==> config.mk <==
export PLATFORM = sky130hd
export DESIGN_NAME = keypulse_hex_fsm
export DESIGN_NICKNAME = d
export VERILOG_FILES = /design/src/rtl/keypulse_hex_fsm.sv
export SDC_FILE = /design/constraint.sdc
export NUM_CORES = 1
export LEC_CHECK = 0
export BUFFER_PORTS_ARGS = -buffer_cell sky130_fd_sc_hd__buf_4
export CORE_MARGIN = 1.5
export CORE_UTILIZATION = 39
export DETAILED_ROUTE_END_ITERATION = 10
export PLACE_DENSITY = 0.54
export SLEW_MARGIN = 20
export SYNTH_ARGS = -nofsm -noshare
export SYNTH_HDL_FRONTEND = slang
export SYNTH_SLANG_ARGS = --single-unit
==> constraint.sdc <==
create_clock -name clk -period 5.1 [get_ports clk]
set_input_delay 1.275 -clock clk [delete_from_list [all_inputs] [get_ports clk]]
set_output_delay 1.275 -clock clk [all_outputs]
set_load 0.01 [all_outputs]
==> src/rtl/keypulse_hex_fsm.sv <==
// Two-digit BCD up/down counter driven by single-cycle key pulses, shown on two
// active-low 7-segment digits; wrap-around in either direction blinks the display.
module keypulse_hex_fsm #(
  parameter int MAX_COUNT = 99,
  parameter int BLINK_DIV = 25000000
) (
  input  logic       clk,
  input  logic       reset,
  input  logic       key_pulse,
  input  logic       up,
  input  logic       clear,
  output logic [7:0] count_bcd,
  output logic       ovf,
  output logic [6:0] HEX0_D,
  output logic [6:0] HEX1_D,
  output logic [1:0] dbg_state
);

  // Handshake: key_pulse is a plain strobe with no ready; every cycle it is
  // sampled high is one event, and up qualifies that same cycle's event.

  localparam int              BW         = $clog2(BLINK_DIV);
  localparam logic [BW-1:0]   BLINK_LAST = BW'(BLINK_DIV - 1);
  localparam logic [7:0]      MAX_BCD    = {4'(MAX_COUNT / 10), 4'(MAX_COUNT % 10)};
  localparam logic [6:0]      SEG_DASH   = 7'b0111111;
  localparam logic [6:0]      SEG_BLANK  = 7'b1111111;

  typedef enum logic [1:0] {
    S_IDLE  = 2'd0,
    S_COUNT = 2'd1,
    S_WRAP  = 2'd2
  } state_t;

  state_t        state, state_n;
  logic [7:0]    count_n;
  logic          ovf_n;
  logic [BW-1:0] blink_cnt, blink_cnt_n;
  logic          phase_on, phase_on_n;

  logic [7:0]    inc_bcd, dec_bcd, step_val;
  logic          step_wrap;

  assign dbg_state = state;

  function automatic logic [6:0] seg7(input logic [3:0] d);
    case (d)
      4'd0:    seg7 = 7'b1000000;
      4'd1:    seg7 = 7'b1111001;
      4'd2:    seg7 = 7'b0100100;
      4'd3:    seg7 = 7'b0110000;
      4'd4:    seg7 = 7'b0011001;
      4'd5:    seg7 = 7'b0010010;
      4'd6:    seg7 = 7'b0000010;
      4'd7:    seg7 = 7'b1111000;
      4'd8:    seg7 = 7'b0000000;
      4'd9:    seg7 = 7'b0010000;
      default: seg7 = SEG_BLANK;
    endcase
  endfunction

  always_ff @(posedge clk or negedge reset) begin
    if (!reset) begin
      state     <= S_IDLE;
      count_bcd <= 8'h00;
      ovf       <= 1'b0;
      blink_cnt <= '0;
      phase_on  <= 1'b1;
    end else begin
      state     <= state_n;
      count_bcd <= count_n;
      ovf       <= ovf_n;
      blink_cnt <= blink_cnt_n;
      phase_on  <= phase_on_n;
    end
  end

  // One BCD step in the requested direction, with the wrap decision alongside.
  always_comb begin
    inc_bcd = count_bcd;
    dec_bcd = count_bcd;
    if (count_bcd[3:0] == 4'd9) begin
      inc_bcd = {count_bcd[7:4] + 4'd1, 4'd0};
    end else begin
      inc_bcd = {count_bcd[7:4], count_bcd[3:0] + 4'd1};
    end
    if (count_bcd[3:0] == 4'd0) begin
      dec_bcd = {count_bcd[7:4] - 4'd1, 4'd9};
    end else begin
      dec_bcd = {count_bcd[7:4], count_bcd[3:0] - 4'd1};
    end
    if (up) begin
      step_wrap = (count_bcd == MAX_BCD);
      step_val  = step_wrap ? 8'h00 : inc_bcd;
    end else begin
      step_wrap = (count_bcd == 8'h00);
      step_val  = step_wrap ? MAX_BCD : dec_bcd;
    end
  end

  always_comb begin
    state_n     = state;
    count_n     = count_bcd;
    blink_cnt_n = blink_cnt;
    phase_on_n  = phase_on;
    if (clear) begin
      state_n     = S_IDLE;
      count_n     = 8'h00;
      blink_cnt_n = '0;
      phase_on_n  = 1'b1;
    end else begin
      case (state)
        S_IDLE: begin
          if (key_pulse) begin
            state_n = S_COUNT;
            count_n = 8'h00;
          end
        end
        S_COUNT, S_WRAP: begin
          if (key_pulse) begin
            count_n     = step_val;
            state_n     = step_wrap ? S_WRAP : S_COUNT;
            blink_cnt_n = '0;
            phase_on_n  = 1'b1;
          end else if (state == S_WRAP) begin
            // Blink timebase only runs while wrapped.
            if (blink_cnt == BLINK_LAST) begin
              blink_cnt_n = '0;
              phase_on_n  = ~phase_on;
            end else begin
              blink_cnt_n = blink_cnt + 1'b1;
            end
          end
        end
        default: begin
          state_n     = S_IDLE;
          count_n     = 8'h00;
          blink_cnt_n = '0;
          phase_on_n  = 1'b1;
        end
      endcase
    end
    ovf_n = (state_n == S_WRAP);
  end

  always_comb begin
    HEX0_D = SEG_DASH;
    HEX1_D = SEG_DASH;
    case (state)
      S_COUNT: begin
        HEX0_D = seg7(count_bcd[3:0]);
        HEX1_D = seg7(count_bcd[7:4]);
      end
      S_WRAP: begin
        HEX0_D = phase_on ? seg7(count_bcd[3:0]) : SEG_BLANK;
        HEX1_D = phase_on ? seg7(count_bcd[7:4]) : SEG_BLANK;
      end
      default: begin
        HEX0_D = SEG_DASH;
        HEX1_D = SEG_DASH;
      end
    endcase
  end

endmodule
==> results of run 1 <==
-- sequential cells by signal, summed over array words and instances, names as in the netlist --
| name | count |
|---|---|
| blink_cnt | 25 |
| ovf | 1 |
| dbg_state | 2 |
| phase_on | 1 |
| count_bcd | 8 |
-- path summary, 6_finish.rpt --
kind                       slack (ns)                   endpoint                       from
setup / recovery                 1.70                  HEX0_D[6]     dbg_state[0]$_DFF_PN0_
max in group asynchronous        3.80       phase_on$_DFFE_PN1P_                      reset
hold reg to reg                  0.50  blink_cnt[20]$_DFFE_PN0P_  blink_cnt[20]$_DFFE_PN0P_
setup reg to reg                 2.33   blink_cnt[5]$_DFFE_PN0P_     dbg_state[0]$_DFF_PN0_
min in group asynchronous        0.94   blink_cnt[8]$_DFFE_PN0P_                      reset
hold / removal                   0.50  blink_cnt[20]$_DFFE_PN0P_  blink_cnt[20]$_DFFE_PN0P_
-- metrics by stage --
step	utilization, %	setup slack (ns)	area, sq um	hold WS, ns
finish	45.1	1.70	3230	0.500
global route	45.1	1.56	3230	0.527
CTS	45.1	1.67	3230	0.500
detailed placement	43.9	1.88	3150	0.485
global placement	43.9	1.94	3150	0.472
floorplan	-	2.27	2880	0.457
-- routing by layer --
layer  wire [um]  part of all wire, %  vias up
li1            -                    -     1321
met5           0                    0        -
met1        3710                   53     1264
met4          40                 0.57        0
met2        3110                   44       30
met3         162                  2.3        5
-- report_power, final --
part	internal, mW	leakage [nW]	switching [mW]	total [mW]
clock	0.107	0.0443	0.101	0.208
sequential	0.298	0.511	0.0103	0.309
combinational	0.0647	0.778	0.0986	0.163
total	0.470	1.33	0.210	0.680
-- worst max-delay path: stages, from the launching register on --
cell	delay [ns]
dfrtp_1	0.46
inv_1	0.12
ha_1	0.23
nor2_1	0.45
a21o_1	0.21
o21ai_0	0.08
and2_1	0.16
buf_4	0.13
-- logic make-up (layout without fill, tap and decap cells) --
family / Yosys count / after routing
simple gates: 127 / 127
compound gates: 114 / 114
buf+inv: 41 / 60
flops: 37 / 37
fa+ha+maj: 18 / 18
mux: 8 / 8
xor+xnor: 2 / 2
-- synthesized netlist by cell type (4+ instances only) --
library cell  number  area, sq um
ha_1              18          225
o21ai_0           36          180
mux2i_1            6         60.1
and3_1             6         37.5
dfrtp_1           36          901
a21oi_1           22          110
a22o_1             4         35.0
nand3_1           21          105
buf_2              4         20.0
nand2_1           20         75.1
nor2b_1            7         43.8
o21bai_1           8         60.1
clkbuf_1           9         33.8
nor3_1             8         40.0
nor2_1            20         75.1
a31oi_1           18          113
inv_1             21         78.8
nor4_1            10         62.6
nand2b_1           9         56.3
a21o_1             4         30.0
-- area by class of cell --
type                       instances  share of cell area, %
multi-input combinational        269                   55.2
sequential                        37                   28.7
timing repair buffer              30                   6.97
tap                               99                   3.83
clock buffer                       7                   2.67
inverter                          23                   2.67
==> results.cfg, run 1 <==
[global_route]
grt_usage_pct = 18.9
grt_pass1_wl_mm = 11.9
grt-ovfl-total = 0
grt.met3_usage_pct = 2.80
grt_start_max_net_pins = 38
busiest_layer = met2
grt_use_met1_pct = 27.9
grt_antenna_before_repair = 0
use_met2_pct = 29.3
grt_pass1_vias = 2444

[flow_run]
drv_cap = 0

[finish]
final_cell_mix = o21ai_0, dfrtp_1, buf_4
multi_input_area_sq_mm = 0.00178
fillers = 734
drive_gt1_share_pct = 13.9
seq_area_sq_um = 927
antenna_cells = 0
final_net_count = 389
final_cells = 465
area_growth_syn_to_layout_pct = 12.4

[die]
die_h_um = 88.9
core-area_sq_mm = 0.00718
rows = 31
boundaryPins = 30
initial_core_util_pct = 40.1
die_area_sq_mm = 0.00790
die_width_um = 88.9

[synth]
avgSynthCellArea_sq_um = 8.29
async_flop_share_pct = 100
synth_top_family_by_area = compound AO/OA/AOI/OAI gates
synth-edff-count = 0
synthMuxAreaShare_pct = 2.87
synth_compound_area_share_pct = 25.5
yosysWarnings = 0
syn-cell-area_sq_mm = 0.00288
syn-num-nets = 370
synthCells = 347
synth_ff_type = dfrtp_1
yosys.area_share.simple_pct = 25.3
synth-seq-cells = 37
synthXorXnorAreaFrac_pct = 0.609
yosysSeqAreaShare_pct = 32.2
synthAdderAreaFrac_pct = 7.83
synthDistinctLibCells = 61

[critical_path]
ff2ff_path_depth = 7
cp.arrival_ns = 2.13
worstSetupPathType = flop to output pin
critPathRequiredTime_ns = 3.83
end_kind = output pin
worstSetupStartpointType = flop
path_max_fanout = 7

[timing]
setup_viol = 0
relSlewSlack_pct = 28.4
fin_crit_ns = 3.40
rsz0062_at_grt = false
fin_skew_ns = 0.00315
finalHoldViolCount = 0
max_freq_mhz = 294
worstMarginPinSlew_ns = 1.07
fin_crit_sh_pct = 66.7
report.final.slew_viol_count = 0
finalSetupTns_ns = 0

[route]
viasPerCell = 5.63
wl_per_cell_um = 15.1
antenna_left = 0
remaining_drc_errors = 0
first_iter_violations = 158
dr.pass1.iters = 4
routed-via-count = 2620
routed_wl_mm = 7.03

[power]
total_power_uw = 680
powerDensity_mw_per_mm2 = 210
leakage_nw = 1.33
peakVddDrop_v = 0.000115

[clock_tree]
root_buffer = clkbuf_8
cts_tree = yes
h-tree-depth = 2
insertion_delay_ns = 0.28
cts_repair_resize_count = 0
hold_buffers = 0
clock_path_buffers = 2
clkSlewWorstSetupHoldPaths_ns = 0.07
cts.sink_count = 37
numCtsBuffers = 5
post_cts_buffers = 0

[place]
globalplace.congestion = 0.806
port_buffers = 29
place_hpwl_mm = 4.89
dpl.cell_count = 458

[worst_hold_path]
whs_path_depth = 1
holdCritPathClass = flop to flop

[run_status]
outcome = completed
Note: power is estimated with default switching activity, not from simulation.
==> inputs of run 2 (changes only) <==
--- a/config.mk
+++ b/config.mk
@@ -9,7 +9,7 @@
 export CORE_MARGIN = 1.5
 export CORE_UTILIZATION = 39
 export DETAILED_ROUTE_END_ITERATION = 10
-export PLACE_DENSITY = 0.54
+export PLACE_DENSITY = 0.56
 export SLEW_MARGIN = 20
 export SYNTH_ARGS = -nofsm -noshare
 export SYNTH_HDL_FRONTEND = slang
==> constraint.sdc (replaced) <==
create_clock -name clk -period 2.9 [get_ports clk]
set_input_delay 0.725 -clock clk [delete_from_list [all_inputs] [get_ports clk]]
set_output_delay 0.725 -clock clk [all_outputs]
set_load 0.01 [all_outputs]
==> results.cfg, run 2 (synthesis gave the netlist of run 1 again) <==
[route]
routed_wl_mm = 7.08
viasPerCell = 5.67
dr.pass1.iters = 4
remaining_drc_errors = 0
first_iter_violations = 125
wl_per_cell_um = 15.0
routed-via-count = 2669
antenna_left = 0

[global_route]
grt_pass1_wl_mm = 11.6
grt_usage_pct = 18.8
grt_start_max_net_pins = 38
grt_antenna_before_repair = 0
grt_pass1_vias = 2351
grt-ovfl-total = 0

[place]
place_hpwl_mm = 5.10
globalplace.congestion = 0.812
dp_slack_ns = 0.435
port_buffers = 29
dpl.cell_count = 464

[critical_path]
cp_top_family = flip-flops
cpPeakStageDelay_ns = 0.44
worstSetupPathType = flop to output pin
critPathBufInv = 2
worstSetupStartpointType = flop
critPathRequiredTime_ns = 2.17
end_kind = output pin
path_cells = inv_1 -> ha_1 -> and2_1 -> o21ai_0 -> buf_4
cpMaxStageDelayCell = dfrtp_1
cp.arrival_ns = 1.94
path_max_fanout = 12

[power]
peakVddDrop_v = 0.000225
seqPwrFrac_pct = 44.8
p_int_uw = 834
powerDensity_mw_per_mm2 = 367
switching_share_pct = 30.9
combPwrFrac_pct = 24.6
clock_power_share_pct = 30.5
leakage_nw = 1.37
switchingPower_uw = 373

[finish]
fillers = 716
final_net_count = 395
final_cells = 471
final_cell_mix = o21ai_0, dfrtp_1, buf_4
top_register = blink_cnt
final_common_cell = o21ai_0
seq_area_sq_um = 928
multi_input_area_sq_mm = 0.00179
drive_gt1_share_pct = 15.9
antenna_cells = 0
largest_register_ffs = 25
area_growth_syn_to_layout_pct = 14.6

[timing]
finalHoldViolCount = 0
fin_crit_sh_pct = 91.8
fin_skew_ns = 0.00651
finalSetupTns_ns = 0
rsz0062_at_grt = false
setup_viol = 0
worstMarginPinSlew_ns = 0.626
setup_ws_ns = 0.239
max_freq_mhz = 376
fin_crit_ns = 2.66
report.final.slew_viol_count = 0
relSlewSlack_pct = 58.3

[clock_tree]
clkSlewWorstSetupHoldPaths_ns = 0.07
clock_path_buffers = 2
cts_tree = yes
cts.sink_count = 37
cts_repair_resize_count = 0
numCtsBuffers = 5
insertion_delay_ns = 0.29
post_cts_buffers = 0
root_buffer = clkbuf_8
hold_buffers = 0
h-tree-depth = 2

[die]
core-area_sq_mm = 0.00718
boundaryPins = 30
die_area_sq_mm = 0.00790
rows = 31
die_width_um = 88.9
die_h_um = 88.9
initial_core_util_pct = 40.1

[worst_hold_path]
holdCritPathClass = input pin to async pin

[run_status]
outcome = completed

[flow_run]
drv_cap = 0
run 2: cell count changes in the layout (fill, tap and decap cells not counted), sizes merged:
cell / change
buf: +6
run 2: area by class of cell:
type	instances	area share, %
sequential	37	28.2
tap	99	3.76
clock buffer	7	2.62
inverter	23	2.62
multi-input combinational	269	54.2
timing repair buffer	36	8.58
run 2: final timing paths:
check	end	start	slack (ns)	cells after the start
setup / recovery	HEX1_D[0]	dbg_state[0]$_DFF_PN0_	0.24	5
hold / removal	blink_cnt[10]$_DFFE_PN0P_	reset	0.39	1
setup reg to reg	blink_cnt[14]$_DFFE_PN0P_	dbg_state[0]$_DFF_PN0_	0.49	8
min in group clk	blink_cnt[20]$_DFFE_PN0P_	blink_cnt[20]$_DFFE_PN0P_	0.50	1
max in group asynchronous	count_bcd[4]$_DFFE_PN0P_	reset	2.14	1
hold reg to reg	blink_cnt[20]$_DFFE_PN0P_	blink_cnt[20]$_DFFE_PN0P_	0.50	1
run 2: layer usage:
layer,GRT usage (%),wire (um)
met5,0,0
met4,3.69,38
met3,3.17,206
met2,27.3,3100
met1,28.9,3730
run 2: power by group through the flow:
stage	sequential (mW)	clock [mW]	combinational, mW
after floorplan	0.548	0	0.183
after global placement	0.550	0	0.296
after detailed placement	0.551	0	0.297
after CTS	0.541	0.380	0.298
after global routing	0.544	0.400	0.334
final	0.542	0.368	0.298
run 2: stage by stage:
stage | hold slack, ns | utilization (%) | area, sq um | power [mW]
final | 0.390 | 45.9 | 3290 | 1.21
after global routing | 0.434 | 45.9 | 3290 | 1.28
after CTS | 0.406 | 45.9 | 3290 | 1.22
after detailed placement | 0.484 | 44.7 | 3200 | 0.849
after global placement | 0.490 | 44.7 | 3200 | 0.846
after floorplan | 0.429 | - | 2880 | 0.731
